File: config.mk
export PLATFORM = sky130hd
export DESIGN_NAME = seven_segment_scanner
export DESIGN_NICKNAME = d
export VERILOG_FILES = /design/src/rtl/seven_segment_scanner.sv
export SDC_FILE = /design/constraint.sdc
export NUM_CORES = 1
export LEC_CHECK = 0
export CAP_MARGIN = 20
export CORE_ASPECT_RATIO = 1.1
export CORE_MARGIN = 1.5
export CORE_UTILIZATION = 23
export CTS_BUF_LIST = sky130_fd_sc_hd__clkbuf_4 sky130_fd_sc_hd__clkbuf_8
export DETAILED_ROUTE_END_ITERATION = 7
export GPL_ROUTABILITY_DRIVEN = 0
export HOLD_SLACK_MARGIN = 0.06
export PLACE_DENSITY = 0.41
export SYNTH_ARGS = -nofsm -noshare
export SYNTH_HDL_FRONTEND = slang
export SYNTH_SLANG_ARGS = --single-unit
File: constraint.sdc
create_clock -name clk -period 1.6 [get_ports clk]
set_clock_uncertainty 0.15 [all_clocks]
set_input_delay 0.32 -clock clk [delete_from_list [all_inputs] [get_ports clk]]
set_output_delay 0.32 -clock clk [all_outputs]
set_load 0.1 [all_outputs]
File: src/rtl/seven_segment_scanner.sv
// Purpose : time-multiplexes NUM_DIGITS double-buffered BCD digits onto one num bus with a one-hot digit enable.
// Latency : an accepted load is displayed from the first cycle of the frame after the next frame boundary.
// Backpr. : load_ready drops while the shadow buffer is full and rises the cycle after the frame-end transfer.
// Optional: define SEVEN_SEGMENT_SCANNER_BLANK_EN for leading-zero blanking; by default no slot is ever blanked.
module seven_segment_scanner #(
   parameter int NUM_DIGITS = 4,
   parameter int SCAN_DIV   = 1000
) (
   input  logic                    clk,
   input  logic                    rst,
   input  logic                    load_valid,
   output logic                    load_ready,
   input  logic [4*NUM_DIGITS-1:0] load_data,
   output logic [3:0]              num,
   output logic [NUM_DIGITS-1:0]   digit_en,
   output logic                    blank,
   output logic                    frame_tick
);

   localparam int PW = (SCAN_DIV > 1) ? $clog2(SCAN_DIV) : 1;
   localparam int IW = $clog2(NUM_DIGITS);
   localparam int DW = 4 * NUM_DIGITS;

   logic [PW-1:0]         pcnt_q, pcnt_d;
   logic [IW-1:0]         idx_q, idx_d;
   logic [DW-1:0]         disp_q, disp_d;
   logic [DW-1:0]         shad_q, shad_d;
   logic                  sfull_q, sfull_d;

   logic                  tick;
   logic [NUM_DIGITS-1:0] blank_vec;

   // Scan timebase: tick ends a digit slot, frame_tick ends the last slot of a frame
   always_comb begin
      tick       = (pcnt_q == PW'(SCAN_DIV - 1));
      frame_tick = tick && (idx_q == IW'(NUM_DIGITS - 1));
   end

   // Next-state: prescaler, digit index, and shadow/display buffer handoff
   always_comb begin
      pcnt_d  = tick ? '0 : pcnt_q + PW'(1);
      idx_d   = idx_q;
      disp_d  = disp_q;
      shad_d  = shad_q;
      sfull_d = sfull_q;
      if (tick) begin
         idx_d = (idx_q == IW'(NUM_DIGITS - 1)) ? '0 : idx_q + IW'(1);
      end
      // Transfer only at the frame boundary so a frame never mixes old and new digits
      if (frame_tick && sfull_q) begin
         disp_d  = shad_q;
         sfull_d = 1'b0;
      end
      // Accept only into an empty shadow; the two branches are exclusive on sfull_q
      if (load_valid && !sfull_q) begin
         shad_d  = load_data;
         sfull_d = 1'b1;
      end
   end

   // State register with synchronous reset; reset discards both buffers
   always_ff @(posedge clk) begin
      if (rst) begin
         pcnt_q  <= '0;
         idx_q   <= '0;
         disp_q  <= '0;
         shad_q  <= '0;
         sfull_q <= 1'b0;
      end else begin
         pcnt_q  <= pcnt_d;
         idx_q   <= idx_d;
         disp_q  <= disp_d;
         shad_q  <= shad_d;
         sfull_q <= sfull_d;
      end
   end

`ifdef SEVEN_SEGMENT_SCANNER_BLANK_EN
   logic all_zero;

   // Leading-zero mask: slot k blanks when it and every more significant digit are zero; slot 0 never blanks
   always_comb begin
      blank_vec = '0;
      all_zero  = 1'b1;
      for (int k = NUM_DIGITS - 1; k >= 1; k--) begin
         all_zero     = all_zero && (disp_q[4*k +: 4] == 4'd0);
         blank_vec[k] = all_zero;
      end
   end
`else
   // Blanking disabled: every slot is always lit
   always_comb begin
      blank_vec = '0;
   end
`endif

   // Output decode from registers only, so load_data never reaches the display combinationally
   always_comb begin
      num        = '0;
      digit_en   = '0;
      blank      = 1'b0;
      load_ready = !sfull_q;
      for (int k = 0; k < NUM_DIGITS; k++) begin
         if (idx_q == IW'(k)) begin
            num         = disp_q[4*k +: 4];
            blank       = blank_vec[k];
            digit_en[k] = !blank_vec[k];
         end
      end
   end

endmodule

==> impl_metrics.json <==
{
  "p_clk_share_pct": 34.6,
  "async_reset_ff_share_pct": 0,
  "arrival_ns": 1.55,
  "synthSimpleGateAreaFrac_pct": 23.2,
  "hold_ws_ns": 0.309,
  "failed_checks": "setup timing",
  "drtPass1Iterations": 4,
  "grt_overflow_total": 0,
  "cts_tree": "built",
  "dp.cells": 395,
  "finalNonFillerCells": 413,
  "gr-usage-all-layers_pct": 12.4,
  "vias_per_cell": 4.31,
  "irDropWorstVdd_uv": 432,
  "drt-wirelength-per-cell_um": 12.8,
  "grt_setup_unrepaired": "yes",
  "p_sw_uw": 550,
  "leakagePower_nw": 1.16,
  "total_power_mw": 2.11,
  "worstSetupPathType": "reg2out",
  "die_area_mm2": 0.00926,
  "numPortBuffers": 28,
  "synthAdderAreaFrac_pct": 3.13,
  "fin_crit_ns": 2.02,
  "required_ns": 1.13,
  "final_layout_size_suffix_gt1_share_pct": 30.8,
  "synth-xor-area-share_pct": 1.31,
  "sequentialPowerShare_pct": 55.4,
  "cap_violations": 0,
  "start_util_pct": 23.8,
  "drc_errors": 0,
  "yosys-mux-area-fraction_pct": 8.01,
  "clockBufferDepth": 2,
  "fin_util_pct": 37.4,
  "start_kind": "register",
  "die-width_um": 91.9,
  "yosysUniqueCellTypes": 31,
  "combPwrFrac_pct": 10.0,
  "htreeDepth": 2,
  "clkTransAtPathRegs_ns": 0.09,
  "num_antenna_cells": 0,
  "swShare_pct": 26.1,
  "totalWireLength_um": 5280,
  "status": "finished, violations left",
  "synth-edff-count": 0,
  "ant_nets": 0,
  "io_pins": 30,
  "finalNetCount": 325,
  "synth_flop_cell": "dfxtp_1",
  "synth-seq-cells": 45,
  "area_growth_pct": 57.1,
  "drt_iter0_drc": 37,
  "grt_max_degree": 33,
  "hp-class": "reg2reg",
  "rows": 35,
  "syn_area_mm2": 0.00200,
  "cp-end-kind": "output pin",
  "grt_pass1_vias": 1807,
  "cts_root_buffer": "clkbuf_8",
  "antenna_found_initial": 0,
  "n_fill_cell": 894,
  "core_mm2": 0.00841,
  "dpl.hpwl_um": 3560,
  "final-hold-violation-count": 0,
  "finalMaxSlewViolations": 0,
  "cts_made_buffers": 5,
  "clock.fmax_mhz": 495,
  "setup_viol": 26,
  "setup_slack_ns": -0.420,
  "postSynthCellCount": 242,
  "vias": 1781,
  "synth_nets": 266,
  "cts_num_sinks": 45,
  "clk_latency_ns": 0.30,
  "die_h_um": 101,
  "synth_compound_area_share_pct": 13.0,
  "cts_hold_buffers": 0,
  "path_max_fanout": 6,
  "p_int_mw": 1.56,
  "ys_warn_count": 0,
  "synth_top_family_by_area": "simple AND/OR/NAND/NOR gates",
  "grt_pass1_wl_um": 8940,
  "seq_area_frac_synth_pct": 45.1,
  "p_per_area_mw_per_mm2": 670,
  "syn_avg_cell_area_um2": 8.26,
  "fin_crit_sh_pct": 126
}
==> stage by stage <==
stage | setup slack, ns | TNS (ns) | instance area [um^2]
6_report | -0.420 | -5.05 | 3140
5_1_grt | -0.474 | -8.17 | 3140
4_1_cts | -0.420 | -5.19 | 3130
3_5_place_dp | -0.227 | -3.09 | 2810
3_3_place_gp | -0.221 | -2.30 | 2810
2_1_floorplan | -0.309 | -1.97 | 2130
==> sequential cells by signal (all words and copies together), names as in the netlist <==
name / flops
sfull_q: 1
disp_q: 16
pcnt_q: 10
shad_q: 16
idx_q: 2
==> synthesized netlist by cell type, drive strengths merged, types with 5 or more instances <==
cell type / number / area [um^2]
o21ai: 8 / 40.0
mux2i: 16 / 160
ha: 5 / 62.6
clkbuf: 11 / 41.3
nor2: 6 / 22.5
inv: 11 / 41.3
nand4: 5 / 37.5
dfxtp: 45 / 901
a21oi: 30 / 150
nand2: 71 / 267
==> placed cells by master, fill, tap and decap left out, drive strengths merged <==
cell | synthesis | final
a21oi | 30 | 30
or3 | 4 | 4
buf | 4 | 49
nand3 | 3 | 3
clkdlybuf4s50 | 0 | 18
mux2i | 16 | 16
inv | 11 | 11
nor2 | 6 | 6
and2 | 1 | 1
o31ai | 4 | 4
nor4 | 1 | 1
ha | 5 | 5
nand4b | 1 | 1
clkbuf | 11 | 5
conb | 1 | 1
nor3 | 3 | 3
nand2b | 1 | 1
a22o | 4 | 4
and4b | 1 | 1
o21ai | 8 | 8
xnor2 | 2 | 2
nor2b | 1 | 1
xor2 | 1 | 1
nand4 | 5 | 5
and4 | 1 | 1
clkinvlp | 0 | 3
or4 | 1 | 1
nand2 | 71 | 71
dfxtp | 45 | 45
==> logic make-up (layout without fill, tap and decap cells) <==
logic type	Yosys count	count (layout)
buffers and inverters	26	86
AO/OA/AOI/OAI	46	46
adder cells (fa/ha/maj)	5	5
AND/OR/NAND/NOR	100	100
flip-flops	45	45
other	1	1
XOR/XNOR	3	3
multiplexers	16	16
==> critical path, stage by stage (launching register included) <==
cell and delay, ns:
dfxtp_4 0.39, inv_4 0.05, ha_4 0.18, a21oi_2 0.14, o21ai_2 0.08, a22o_4 0.23, buf_12 0.16
==> area by class of cell <==
type                    count  area, um^2  area share, %
inverters                  11        46.3           1.47
clock buffers               5        68.8           2.19
multi-input cells         171        1160           37.0
flip-flops and latches     45         913           29.1
clock inverters             3        22.5          0.717
repair buffers             67         790           25.1
well taps                 111         139           4.42
==> power groups by stage <==
stage          sequential [mW]  clock [mW]  combinational [mW]
2_1_floorplan             1.19           0               0.106
3_3_place_gp              1.19           0               0.209
3_5_place_dp              1.19           0               0.209
4_1_cts                   1.17       0.773               0.215
5_1_grt                   1.17       0.804               0.234
6_report                  1.17       0.728               0.210
==> path summary, 6_finish.rpt <==
| kind | from | end | slack [ns] | depth (start not counted) |
|---|---|---|---|---|
| max | idx_q[1] | num[1] | -0.42 | 6 |
| min reg2reg | shad_q[1] | shad_q[1] | 0.31 | 2 |
| min | shad_q[1] | shad_q[1] | 0.31 | 2 |
| max reg2reg | idx_q[1] | disp_q[14] | -0.21 | 8 |
==> per-layer routing <==
layer,global-route usage [%],part of all wire [%],vias up
li1,-,-,926
met3,3.09,3.3,4
met2,21.5,50,21
met4,3.91,1.4,0
met5,0,0,-
met1,15.2,45,830
==> timing repair <==
item | in CTS | in global routing
gates cloned | 2 | 0
endpoints found under the setup margin | 26 | 35
pin swaps | 10 | 0
setup buffers | 9 | 0
resized for setup | 29 | 5
Power figures use the tool's default switching activity.
